File: config.mk
export PLATFORM = sky130hd
export DESIGN_NAME = ad_chan_avg
export DESIGN_NICKNAME = d
export VERILOG_FILES = /design/src/rtl/ad_chan_avg.sv
export SDC_FILE = /design/constraint.sdc
export NUM_CORES = 1
export LEC_CHECK = 0
export BUFFER_PORTS_ARGS = -buffer_cell sky130_fd_sc_hd__clkbuf_2
export CAP_MARGIN = 5
export CORE_ASPECT_RATIO = 1.75
export CORE_MARGIN = 1
export CORE_UTILIZATION = 62
export DETAILED_ROUTE_END_ITERATION = 10
export PLACE_DENSITY = 0.84
export SETUP_SLACK_MARGIN = 0.02
export SLEW_MARGIN = 15
export SYNTH_ARGS = -nofsm -noshare
export SYNTH_HDL_FRONTEND = slang
export SYNTH_SLANG_ARGS = --single-unit
File: constraint.sdc
create_clock -name sys_clk -period 8.1 [get_ports sys_clk]
set_clock_uncertainty 0.05 [all_clocks]
set_input_delay 1.62 -clock sys_clk [delete_from_list [all_inputs] [get_ports sys_clk]]
set_output_delay 1.62 -clock sys_clk [all_outputs]
set_load 0.05 [all_outputs]
File: src/rtl/ad_chan_avg.sv
// ad_chan_avg
// Frame averager for the twelve AD7266 channel results.
// Each rd_done snapshots all twelve 12-bit results. A single shared adder then
// walks the channels one per cycle, adding each into its accumulator. After
// 2^AVG_LOG2 frames the rounded averages are published together with a
// one-cycle avg_valid strobe.
//
// Ports:
//   sys_clk   - system clock
//   rst       - synchronous active-high reset
//   rd_done   - one-cycle pulse, chan_in valid in the same cycle
//   chan_in   - 12 x 12-bit packed results, slice i = channel i (A1,B1,A2,...,B6)
//   ovr_clr   - clears the sticky overrun flag
//   avg_out   - 12 x 12-bit averaged results, same packing, updated atomically
//   avg_valid - one-cycle pulse marking a new avg_out
//   busy      - high while a frame is being accumulated
//   overrun   - sticky; rd_done arrived while busy (that frame was dropped)
//   frame_idx - frames already accumulated in the current window
module ad_chan_avg #(
    parameter int AVG_LOG2 = 4
) (
    input  logic         sys_clk,
    input  logic         rst,
    input  logic         rd_done,
    input  logic [143:0] chan_in,
    input  logic         ovr_clr,
    output logic [143:0] avg_out,
    output logic         avg_valid,
    output logic         busy,
    output logic         overrun,
    output logic [7:0]   frame_idx
);

    localparam int AW = 12 + AVG_LOG2;
    localparam logic [8:0] LAST_FRAME = 9'((1 << AVG_LOG2) - 1);

    typedef enum logic [1:0] {ST_IDLE, ST_ACC, ST_DONE} state_t;

    state_t         state_reg, state_next;
    logic [3:0]     idx_reg;
    logic [143:0]   snap_reg;
    logic [AW-1:0]  acc_reg [12];
    logic [11:0]    stage_reg [12];
    logic [143:0]   stage_flat;
    logic [AW-1:0]  sum;
    logic [11:0]    rounded;
    logic           last_frame;

    assign busy       = (state_reg != ST_IDLE);
    assign last_frame = ({1'b0, frame_idx} == LAST_FRAME);

    // The one shared adder; the accumulator is wide enough for 2^AVG_LOG2
    // full-scale samples, so it cannot overflow.
    assign sum = acc_reg[idx_reg] + AW'(snap_reg[idx_reg*12 +: 12]);

    // Round-half-up divide by 2^AVG_LOG2. The biased sum still fits in AW
    // bits because the worst case is 4095*2^L + 2^(L-1) < 2^(12+L).
    generate
        if (AVG_LOG2 == 0) begin : g_no_div
            assign rounded = sum;
        end else begin : g_div
            logic [AW-1:0] biased;
            assign biased  = sum + AW'(1 << (AVG_LOG2 - 1));
            assign rounded = 12'(biased >> AVG_LOG2);
        end
    endgenerate

    genvar gi;
    generate
        for (gi = 0; gi < 12; gi++) begin : g_pack
            assign stage_flat[gi*12 +: 12] = stage_reg[gi];
        end
    endgenerate

    // State register
    always_ff @(posedge sys_clk) begin
        if (rst) begin
            state_reg <= ST_IDLE;
        end else begin
            state_reg <= state_next;
        end
    end

    // Next-state logic
    always_comb begin
        state_next = state_reg;
        case (state_reg)
            ST_IDLE: if (rd_done) state_next = ST_ACC;
            ST_ACC:  if (idx_reg == 4'd11) state_next = ST_DONE;
            ST_DONE: state_next = ST_IDLE;
            default: state_next = ST_IDLE;
        endcase
    end

    // Datapath
    always_ff @(posedge sys_clk) begin
        if (rst) begin
            idx_reg   <= '0;
            snap_reg  <= '0;
            avg_out   <= '0;
            avg_valid <= 1'b0;
            overrun   <= 1'b0;
            frame_idx <= '0;
            for (int i = 0; i < 12; i++) begin
                acc_reg[i]   <= '0;
                stage_reg[i] <= '0;
            end
        end else begin
            avg_valid <= 1'b0;

            case (state_reg)
                ST_IDLE: begin
                    if (rd_done) begin
                        snap_reg <= chan_in;
                        idx_reg  <= '0;
                    end
                end
                ST_ACC: begin
                    // On the window's last frame the accumulator is emptied as
                    // its result is staged, so the next window starts clean.
                    if (last_frame) begin
                        stage_reg[idx_reg] <= rounded;
                        acc_reg[idx_reg]   <= '0;
                    end else begin
                        acc_reg[idx_reg] <= sum;
                    end
                    idx_reg <= idx_reg + 4'd1;
                end
                ST_DONE: begin
                    idx_reg <= '0;
                    if (last_frame) begin
                        avg_out   <= stage_flat;
                        avg_valid <= 1'b1;
                        frame_idx <= '0;
                    end else begin
                        frame_idx <= frame_idx + 8'd1;
                    end
                end
                default: idx_reg <= '0;
            endcase

            // Set has priority over clear.
            if (rd_done && busy) begin
                overrun <= 1'b1;
            end else if (ovr_clr) begin
                overrun <= 1'b0;
            end
        end
    end

endmodule
[Yosys cells after proc, flatten, opt, wreduce, memory -nomap -nowiden]
Memories as Yosys holds them, arrays and structs flattened. A register that Yosys moved wholly into a read port is not among the register bits.
Cells that the tools add are included.
Operators by class
  shift-type cells: 1
  mux-type cells: 27
  $mul: 1
  bitwise logic cells: 2
  reductions and logical operators: 10
  equality and inequality tests: 6
  add/subtract/negate cells: 4
Operators by type and width (count)
  indexed part select 144 x 9 -> 12 bit: 1
  2-to-1 mux 16 bit: 2
  2-to-1 mux 4 bit: 5
  adder 16 x 12 -> 16 bit: 1
  adder 16 x 4 -> 16 bit, second input constant: 1
  OR reduction 16 bit: 1
  2-to-1 mux 1 bit: 14
  2-to-1 mux 12 bit: 1
  OR reduction 12 bit: 1
  adder 8 x 1 -> 8 bit, second input constant: 1
  equality test 8 x 4 -> 1 bit, second input constant: 1
  2-to-1 mux 8 bit: 1
  one-hot mux 4 bit (2 select lines): 1
  multiplier 4 x 2 -> 6 bit, second input constant: 1
  AND reduction 2 bit: 3
  adder 4 x 1 -> 4 bit, second input constant: 1
  equality test 4 bit, second input constant: 1
  2-to-1 mux 2 bit: 2
  != test 2 bit, second input constant: 2
  one-hot mux 2 bit (2 select lines): 1
  nonzero test 2 bit: 2
  equality test 2 x 1 -> 1 bit, second input constant: 1
  equality test 2 bit, second input constant: 1
  zero test 2 bit: 1
  other kinds (4): 4
Word-level totals
  input bits: 148
  output and inout port bits: 155
  RAM bits: 336
  register bits after elaboration: 160
  memories: 2
  word-level logic and storage cells: 59
Memories
  acc_reg: words 12, width 16, rd ports 1, clocked after Yosys merged registers in 1, wr ports 12, RTL line 42  | logic [AW-1:0] acc_reg [12];
  stage_reg: words 12, width 12, rd ports 12, clocked after Yosys merged registers in 12, wr ports 12, RTL line 43  | logic [11:0] stage_reg [12];

[Depth between registers and ports, before layout]
Gate-level depths: netlist of the first run.
  depth in word-level cells: 8
  mapped depth: 19
  depth with buffers taken out: 14

[Worst setup path before layout of the first run]
OpenSTA, ideal clock, no wires.
  path kind: reg-to-reg
  from: reg with a tool-made name
  to: mem stage_reg[2][9], data pin
  cell stages (with the launch flop): 19
  path buffers: 6
  arrival: 4.771 ns
  clock period less this slack: 5.087 ns
  setup slack: 3.013 ns
  required time: 7.784 ns
  setup time: 0.266 ns
  cells stage by stage: dfxtp_1 -> buf_6 -> buf_12 -> buf_6 -> buf_2 -> buf_2 -> mux4_2 -> mux4_2 -> ha_1 -> fa_1 -> a211oi_1 -> o21ai_2 -> xor2_2 -> o2111ai_1 -> nor3_1 -> nand3b_1 -> xnor2_1 -> buf_2 -> nor2_1
RTL lines (RTL line)
  end: declaration: 43

==> key figures, run 1 <==
Clock network
  • CTS sink cnt: 708
  • Hold Buf Count CTS: 0
  • H-tree depth: 2
  • CTS tree: done
  • CTS buffer count: 56
  • Clock root cell: clkbuf_16
  • CTS resizes: 0
  • Clk_lat worst skew: 0.62 ns
  • Post-CTS setup buffer count: 0
  • Clk slew on worst S/H paths: roughly 0.070 ns
  • Bufs on Longest Clock Path: 3

Floorplanning
  • Initial Utilization: 63.0%
  • IO Count: 303
  • Area of the die: ~46000 um2
  • Die Y-Extent: 283 um
  • Die X-Extent: around 160 um
  • CORE AREA: 44400 um2
  • FP Rows: 102

Global route
  • Largest net degree at the start of global routing: 117
  • Antenna violations before repair: 1
  • Number of global-route vias before repair: just under 20000
  • GRT overflow: 0
  • Total track usage: 32.4%
  • Global-route wire length before repair: about 110000 um

Run status
  • Status: complete, no violations

Finish
  • Most common cell after layout, fill and taps aside: edfxtp_1
  • Final Util: between 70 and 80%
  • ANT cells: 0
  • Area grow syn2layout: 12.7%
  • Layout cell share with drive strength beyond 1: 22.5%
  • Non-filler cells, final: 3068
  • Max FFs per register: 256
  • Commonest non-fill, non-tap cells in the layout: 400 x edfxtp_1, 341 x nor2_1, 334 x nand2_1
  • Nets@finish: between 2000 and 3000

Worst setup path
  • Worst path required time: 8.37 ns
  • Startpoint Class: register
  • Worst EP arrival: 6.17 ns
  • Max FO, Critical Path: 32
  • CP endpoint kind: register
  • WS Path Type: register to register
  • R2R cell count: 13

Timing
  • Final setup fails: 0
  • Max-slew violations: 0
  • Worst setup margin: 2.20 ns
  • RSZ-0062 raised after global routing: false
  • Setup_tns: 0 ns
  • Final min period: 5.90 ns
  • Final Hold Viols: 0
  • Actual slew at the worst max-slew pin: 1.22 ns
  • Max Freq: 169 MHz
  • Fin crit share: between 70% and 80%
  • Rel. slew slack: 18.5%

Pwr
  • Combinational share of power: 9.3%
  • Switching part of the total power: around a quarter
  • Max VDD drop: 0.235 mV
  • Int Pwr: 0.00553 W
  • Clock power share: 36.3%
  • Pwr/cell area: 233 nW/um2
  • Share of power burned in registers: 54.4%
  • Leak: around 12 nW
  • Total Power: 0.00733 W
  • Psw: ~0.0018 W

Flow run
  • Max-cap violations: 0

Synth
  • EDFF count, synth: 400
  • Async SR Flop Fraction: 0%
  • Ys flop type: edfxtp_1
  • Post-synthesis cell area: 28000 um2
  • YS warnings: 0
  • Sequential share of the synthesized area: between 60% and 70%
  • Synth Area per Inst: 12.5 um2
  • Synth unique cells: 55
  • Flops & latches, synth: 708
  • Post-synthesis net count: 2409
  • Cell count after synthesis: 2242

Placed design
  • Pre-CTS WS: 2.27 ns
  • Final HPWL from detailed placement: 49600 um
  • GPL Wtd Cong: 1.01
  • IO buf count: 302
  • Placed cell count: 2964

Route
  • Post-route ant nets: 0
  • DR WL/cell: 24.1 um
  • Post-Route WL: 74100 um
  • First-pass DRT Iterations: 5
  • Vias/cell: 6.30
  • Via count: 19338
  • DRT iter0 DRCs: 2339
  • Drc violations: 0

Min path
  • Hold WC Path Type: register to register
  • Worst Hold Depth: 2
metal layers:
layer  share of wire (%)  vias up  GRT usage, %
met5                   0        -             0
met2                  51     1196          56.2
met1                  33     9388          35.5
li1                    -     8423             -
met3                 8.0      331          5.02
met4                 7.9        0          24.3
layout make-up:
type	instances	area, um2
inverter	22	82.6
sequential	708	18200
clock buffer	78	1580
clock inverter	26	171
timing repair buffer	330	1740
multi-input combinational	1332	9030
fill	2858	12900
tap	572	716
power groups by stage:
stage / Combinational (W) / Sequential, W / Clock (W)
2_1_floorplan: 0.000456 / 0.00402 / 0
3_3_place_gp: 0.000639 / 0.00406 / 0
3_5_place_dp: 0.000663 / 0.00407 / 0
4_1_cts: 0.000667 / 0.00399 / 0.00267
5_1_grt: 0.000715 / 0.00400 / 0.00280
6_report: 0.000679 / 0.00399 / 0.00267
Yosys cell counts, types with 2 or more instances:
| master | instances | area share [%] |
|---|---|---|
| inv_1 | 21 | 0.28 |
| mux4_2 | 109 | 8.8 |
| and3_1 | 2 | 0.045 |
| buf_2 | 10 | 0.18 |
| a211oi_1 | 3 | 0.081 |
| nand2b_1 | 30 | 0.67 |
| a21oi_1 | 165 | 3.0 |
| xnor2_1 | 14 | 0.44 |
| buf_1 | 15 | 0.20 |
| nand4_1 | 12 | 0.27 |
| o211a_1 | 3 | 0.11 |
| nor3_2 | 10 | 0.36 |
| dfxtp_1 | 308 | 22 |
| nor2b_1 | 5 | 0.11 |
| a21o_1 | 6 | 0.16 |
| xor2_1 | 13 | 0.41 |
| buf_4 | 2 | 0.054 |
| and2_1 | 8 | 0.18 |
| ha_1 | 18 | 0.81 |
| nand3_1 | 22 | 0.39 |
| o21ai_0 | 17 | 0.30 |
| nor3_1 | 11 | 0.20 |
| a21boi_0 | 3 | 0.081 |
| o211ai_1 | 4 | 0.11 |
| o21ai_2 | 4 | 0.13 |
| edfxtp_1 | 400 | 43 |
| buf_6 | 3 | 0.12 |
| clkbuf_1 | 149 | 2.0 |
| nand2_1 | 335 | 4.5 |
| a22o_1 | 144 | 4.5 |
| xor2_2 | 3 | 0.17 |
| mux2i_1 | 24 | 0.86 |
| nor2_1 | 342 | 4.6 |
| or2_2 | 4 | 0.089 |
| a221oi_1 | 3 | 0.094 |
cell families (layout without fill, tap and decap cells):
| kind of cell | Yosys count | after routing | synth area share (%) |
|---|---|---|---|
| fa+ha+maj | 19 | 19 | 0.877 |
| compound gates | 360 | 360 | 8.79 |
| xor+xnor | 31 | 31 | 1.08 |
| mux | 133 | 133 | 9.64 |
| simple gates | 789 | 789 | 11.7 |
| buf+inv | 202 | 456 | 2.92 |
| flops | 708 | 708 | 65.0 |
final timing paths:
check / from / to / slack (ns)
worst max-delay path: idx_reg[0] / stage_reg[11][9] / 2.20
worst min register to register: snap_reg[131] / snap_reg[131] / 0.40
worst max register to register: idx_reg[0] / stage_reg[11][9] / 2.20
worst min-delay path: snap_reg[131] / snap_reg[131] / 0.40
through the flow:
stage / hold slack (ns) / cell area, um2
floorplan: 0.383 / 28000
global placement: 0.388 / 29700
detailed placement: 0.390 / 29800
CTS: 0.403 / 31500
global route: 0.420 / 31500
finish: 0.405 / 31500
worst max-delay path: stages, from the launching register on:
cell and delay, ns:
dfxtp_2 1.03, mux4_2 0.61, mux2i_1 0.21, o21ai_0 0.18, ha_1 0.30, fa_1 0.44, a211oi_1 0.37, o21ai_2 0.14
xor2_2 0.28, o2111ai_1 0.23, nor3_1 0.45, nand3b_1 0.25, xnor2_1 0.92, nor2_1 0.12
(Power assumes the default switching activity.)
==> run 2: changes to the inputs <==
- CORE_UTILIZATION: 62 -> 58
- PLACE_DENSITY: 0.84 -> 0.79
- clock period: 8.1 -> 5.9 ns (I/O delays scaled with it)
==> key figures, run 2 (synthesis gave the netlist of run 1 again) <==
Run status
  • Status: complete, no violations

Worst setup path
  • Worst path required time: 6.17 ns
  • Buf/Inv on CP: 2
  • Worst path cell trace: buf_12, buf_4, mux4_2, mux4_2, ha_1, a21boi_0, nand2_1, o21ai_0, xnor2_1, nand3b_1, o31a_1, nor3_1
  • CP max stage delay: 0.67 ns
  • WS Path Type: register to register
  • CP endpoint kind: register
  • R2R cell count: 12
  • Delay-heaviest family, CP: compound AO/OA/AOI/OAI gates
  • Highest-delay cell along the critical path: dfxtp_4
  • Worst path most repeated cell: mux4_2
  • Max FO, Critical Path: 28
  • Worst EP arrival: roughly 5.4 ns
  • Startpoint Class: register
  • Cell count along the critical path: 12

Timing
  • Final min period: 5.13 ns
  • RSZ-0062 raised after global routing: false
  • Max-slew violations: 0
  • Setup_tns: 0 ns
  • Fin crit share: 86.9%
  • Final setup fails: 0
  • Hold_ws: 0.404 ns
  • Final Hold Viols: 0
  • Max Freq: approximately 190 MHz
  • Actual slew at the worst max-slew pin: 1.26 ns
  • Rel. slew slack: 16.3%

Global route
  • Number of global-route vias before repair: 19051
  • Largest net degree at the start of global routing: 145
  • GRT overflow: 0
  • Global-route wire length before repair: 108000 um
  • Antenna violations before repair: 0
  • Total track usage: 29.2%

Placed design
  • IO buf count: 302
  • Final HPWL from detailed placement: 49400 um
  • DP Area: 29900 um2
  • GPL Wtd Cong: 0.916

Clock network
  • Clk_lat worst skew: 0.61 ns
  • Bufs on Longest Clock Path: 3
  • CTS resizes: 0
  • Clk slew on worst S/H paths: 0.07 ns
  • CTS sink cnt: 708
  • H-tree depth: 2
  • CTS tree: done
  • Clock root cell: clkbuf_16
  • Hold Buf Count CTS: 0
  • CTS buffer count: 57
  • Post-CTS setup buffer count: 0

Finish
  • Layout cell share with drive strength beyond 1: 23.1%
  • Nets@finish: 2633
  • Most common cell after layout, fill and taps aside: edfxtp_1
  • ANT cells: 0
  • Commonest non-fill, non-tap cells in the layout: 400 x edfxtp_1, 341 x nor2_1, 334 x nand2_1
  • Fin area: 31900 um2
  • Area grow syn2layout: 13.9%
  • Layout filler cell count: 3321
  • Max FFs per register: 256

Route
  • Via count: 18929
  • Vias/cell: 6.09
  • Post-route ant nets: 0
  • Drc violations: 0
  • DR WL/cell: roughly 23 um
  • First-pass DRT Iterations: 5
  • DRT iter0 DRCs: 1756
  • Post-Route WL: approximately 72000 um

Floorplanning
  • FP Rows: ~110
  • Initial Utilization: 58.6%
  • CORE AREA: 47700 um2
  • Die Y-Extent: between 200 and 300 um
  • IO Count: 303
  • Die X-Extent: 168 um
  • Area of the die: roughly 50000 um2

Pwr
  • Pwr/cell area: 327 nW/um2
  • Leak: 11.9 nW
  • Max VDD drop: 0.238 mV

Flow run
  • Max-cap violations: 0

Min path
  • Worst Hold Depth: 1
  • Hold WC Path Type: register to register
## run 2: layout make-up
class / instances / area [um2] / share of cell area, %
Timing Repair Buffer: 345 / 1880 / 5.91
Clock buffer: 71 / 1580 / 4.97
Sequential cell: 708 / 18200 / 57.1
Tap cell: 594 / 743 / 2.33
Multi-Input combinational cell: 1332 / 9000 / 28.2
Clock inverter: 35 / 388 / 1.22
Inverter: 22 / 82.6 / 0.259
## run 2: path summary, 6_finish.rpt
check,start,end,slack (ns)
worst min register to register,stage_reg[6][5],avg_out[77],0.40
worst min-delay path,stage_reg[6][5],avg_out[77],0.40
worst max-delay path,register,stage_reg[4][11],0.77
worst max register to register,register,stage_reg[4][11],0.77
## run 2: worst register-to-register path, stage by stage, from the launching register on
cell and delay (ns):
dfxtp_4 0.67, buf_12 0.32, buf_4 0.41, mux4_2 0.55, mux4_2 0.49, ha_1 0.38
a21boi_0 0.30, nand2_1 0.15, o21ai_0 0.31, xnor2_1 0.23, nand3b_1 0.27, o31a_1 0.63
nor3_1 0.11
## run 2: metal layers
metal / GRT usage (%) / vias to the layer above / routed length (um)
met1: 32.6 / 9295 / 24900
met5: 0 / - / 0
met2: 53.3 / 924 / 37900
met4: 17.2 / 0 / 4450
li1: - / 8469 / -
met3: 3.55 / 241 / 4650
## run 2: power breakdown
part	switching, W	internal, W	leakage [nW]
registers	0.0000934	0.00537	6.43
clock network	0.00175	0.00226	0.975
logic	0.000628	0.000321	4.46
total	0.00247	0.00795	11.9
## run 2: metrics by stage
stage,cells,util [%],worst slack [ns],total power [W]
2_1_floorplan,2242,-,0.813,0.00614
3_3_place_gp,3000,62.6,0.805,0.00648
3_5_place_dp,3000,62.6,0.786,0.00651
4_1_cts,3106,66.7,0.752,0.0104
5_1_grt,3107,66.7,0.338,0.0107
6_report,3107,66.7,0.770,0.0104
==> run 3: changes to the inputs <==
--- a/config.mk
+++ b/config.mk
@@ -12,2 +12,3 @@
 export CORE_UTILIZATION = 58
+export CTS_CLUSTER_DIAMETER = 80
 export DETAILED_ROUTE_END_ITERATION = 10
==> constraint.sdc (replaced) <==
create_clock -name sys_clk -period 5.9 [get_ports sys_clk]
set_clock_uncertainty 0.05 [all_clocks]
set_input_delay 0.295 -clock sys_clk [delete_from_list [all_inputs] [get_ports sys_clk]]
set_output_delay 0.295 -clock sys_clk [all_outputs]
set_load 0.05 [all_outputs]
==> key figures, run 3 (synthesis gave the netlist of run 1 again) <==
Placed design
  • GPL Wtd Cong: approximately 0.88
  • Final HPWL from detailed placement: just under 50000 um
  • IO buf count: 302
  • Pre-CTS WS: between 0.7 and 0.8 ns
  • DP Area: about 30000 um2

Worst setup path
  • Startpoint Class: register
  • R2R cell count: 13
  • CP endpoint kind: register
  • WS Path Type: register to register
  • Worst path required time: 6.17 ns
  • Worst EP arrival: 5.55 ns
  • Max FO, Critical Path: 24

Timing
  • Fin crit share: between 80 and 90%
  • Max-slew violations: 0
  • Actual slew at the worst max-slew pin: 1.21 ns
  • Setup_tns: 0 ns
  • Final Hold Viols: 0
  • RSZ-0062 raised after global routing: false
  • Worst setup margin: 0.615 ns
  • Max Freq: 189 MHz
  • Final min period: around 5.3 ns
  • Final setup fails: 0
  • Rel. slew slack: 18.2%

Finish
  • Fin area: 33300 um2
  • Commonest non-fill, non-tap cells in the layout: 400 x edfxtp_1, 341 x nor2_1, 334 x nand2_1
  • Most common cell after layout, fill and taps aside: edfxtp_1
  • Nets@finish: 2778
  • Layout cell share with drive strength beyond 1: 22.0%
  • Area grow syn2layout: 19.1%
  • Max FFs per register: approximately 260

Floorplanning
  • IO Count: roughly 300
  • CORE AREA: about 48000 um2
  • Die X-Extent: 168 um
  • Die Y-Extent: 292 um
  • Area of the die: 49100 um2
  • FP Rows: 106
  • Initial Utilization: 58.6%

Clock network
  • Clock root cell: clkbuf_16
  • Post-CTS setup buffer count: 0
  • CTS sink cnt: 708
  • CTS tree: done
  • H-tree depth: 2
  • Bufs on Longest Clock Path: 3
  • Clk slew on worst S/H paths: 0.07 ns
  • Clk_lat worst skew: 0.61 ns
  • CTS buffer count: 57

Global route
  • Largest net degree at the start of global routing: roughly 150
  • Total track usage: 32.6%
  • Number of global-route vias before repair: 20193
  • Global-route wire length before repair: 119000 um
  • GRT overflow: 0
  • Antenna violations before repair: 4

Pwr
  • Leak: 12.4 nW
  • Max VDD drop: 0.224 mV
  • Total Power: 0.0106 W
  • Pwr/cell area: around 320 nW/um2

Route
  • Post-Route WL: 79400 um
  • Post-route ant nets: 0
  • DRT iter0 DRCs: 2068
  • Drc violations: 0
  • First-pass DRT Iterations: 6
  • DR WL/cell: 24.4 um
  • Via count: 20309
  • Vias/cell: 6.24

Min path
  • Hold WC Path Type: input port to register
  • Worst Hold Depth: 3

Run status
  • Status: complete, no violations

Flow run
  • Max-cap violations: 0
run 3: path summary, 6_finish.rpt:
kind                                 startpoint                to  slack [ns]
worst max-delay path                 idx_reg[0]  stage_reg[9][11]        0.62
worst min-delay path                    rd_done           overrun        0.04
worst max register to register       idx_reg[0]  stage_reg[9][11]        0.62
worst min register to register  stage_reg[2][7]       avg_out[31]        0.40
run 3: per-stage QoR:
step	utilization [%]	hold WS, ns	cells
finish	69.8	0.0376	3257
global route	69.8	0.0235	3257
CTS	69.8	0.0142	3253
detailed placement	62.5	0.390	3001
global placement	62.5	0.388	3001
floorplan	-	0.381	2242
run 3: worst max-delay path, cell delays in order (launching register included):
cell,delay [ns]
dfxtp_2,0.86
buf_4,0.36
mux4_2,0.26
mux2i_1,0.06
o21ai_0,0.94
ha_1,0.48
a21o_1,0.22
a21o_1,0.17
a21oi_1,0.12
o21ai_0,0.14
xnor2_1,0.32
nand3b_1,0.26
o31a_1,0.63
nor3_2,0.11
run 3: what timing repair did:
action	CTS	global route
hold endpoints to repair	145	0
hold buffers	145	0
resized for setup	0	0
run 3: cell type report:
type,count,area [um2]
Timing Repair Buffer,490,3300
Fill cell,3118,14400
Antenna cell,4,10.0
Sequential cell,708,18200
Tap cell,594,743
Clock inverter,39,402
Inverter,22,82.6
Clock buffer,68,1590
Multi-Input combinational cell,1332,9000
run 3: power breakdown:
part | internal (W) | switching [W] | leakage, nW
Combinational | 0.000383 | 0.000674 | 5.06
Sequential | 0.00537 | 0.000101 | 6.43
Clock | 0.00225 | 0.00179 | 0.958
Total | 0.00800 | 0.00257 | 12.4
run 3: routing by layer:
metal / wire [um] / vias up / GRT usage, %
li1: - / 8760 / -
met1: 26500 / 9875 / 36.9
met2: 40400 / 1296 / 56.2
met3: 6690 / 378 / 5.99
met4: 5880 / 0 / 21.9
met5: 0 / - / 0
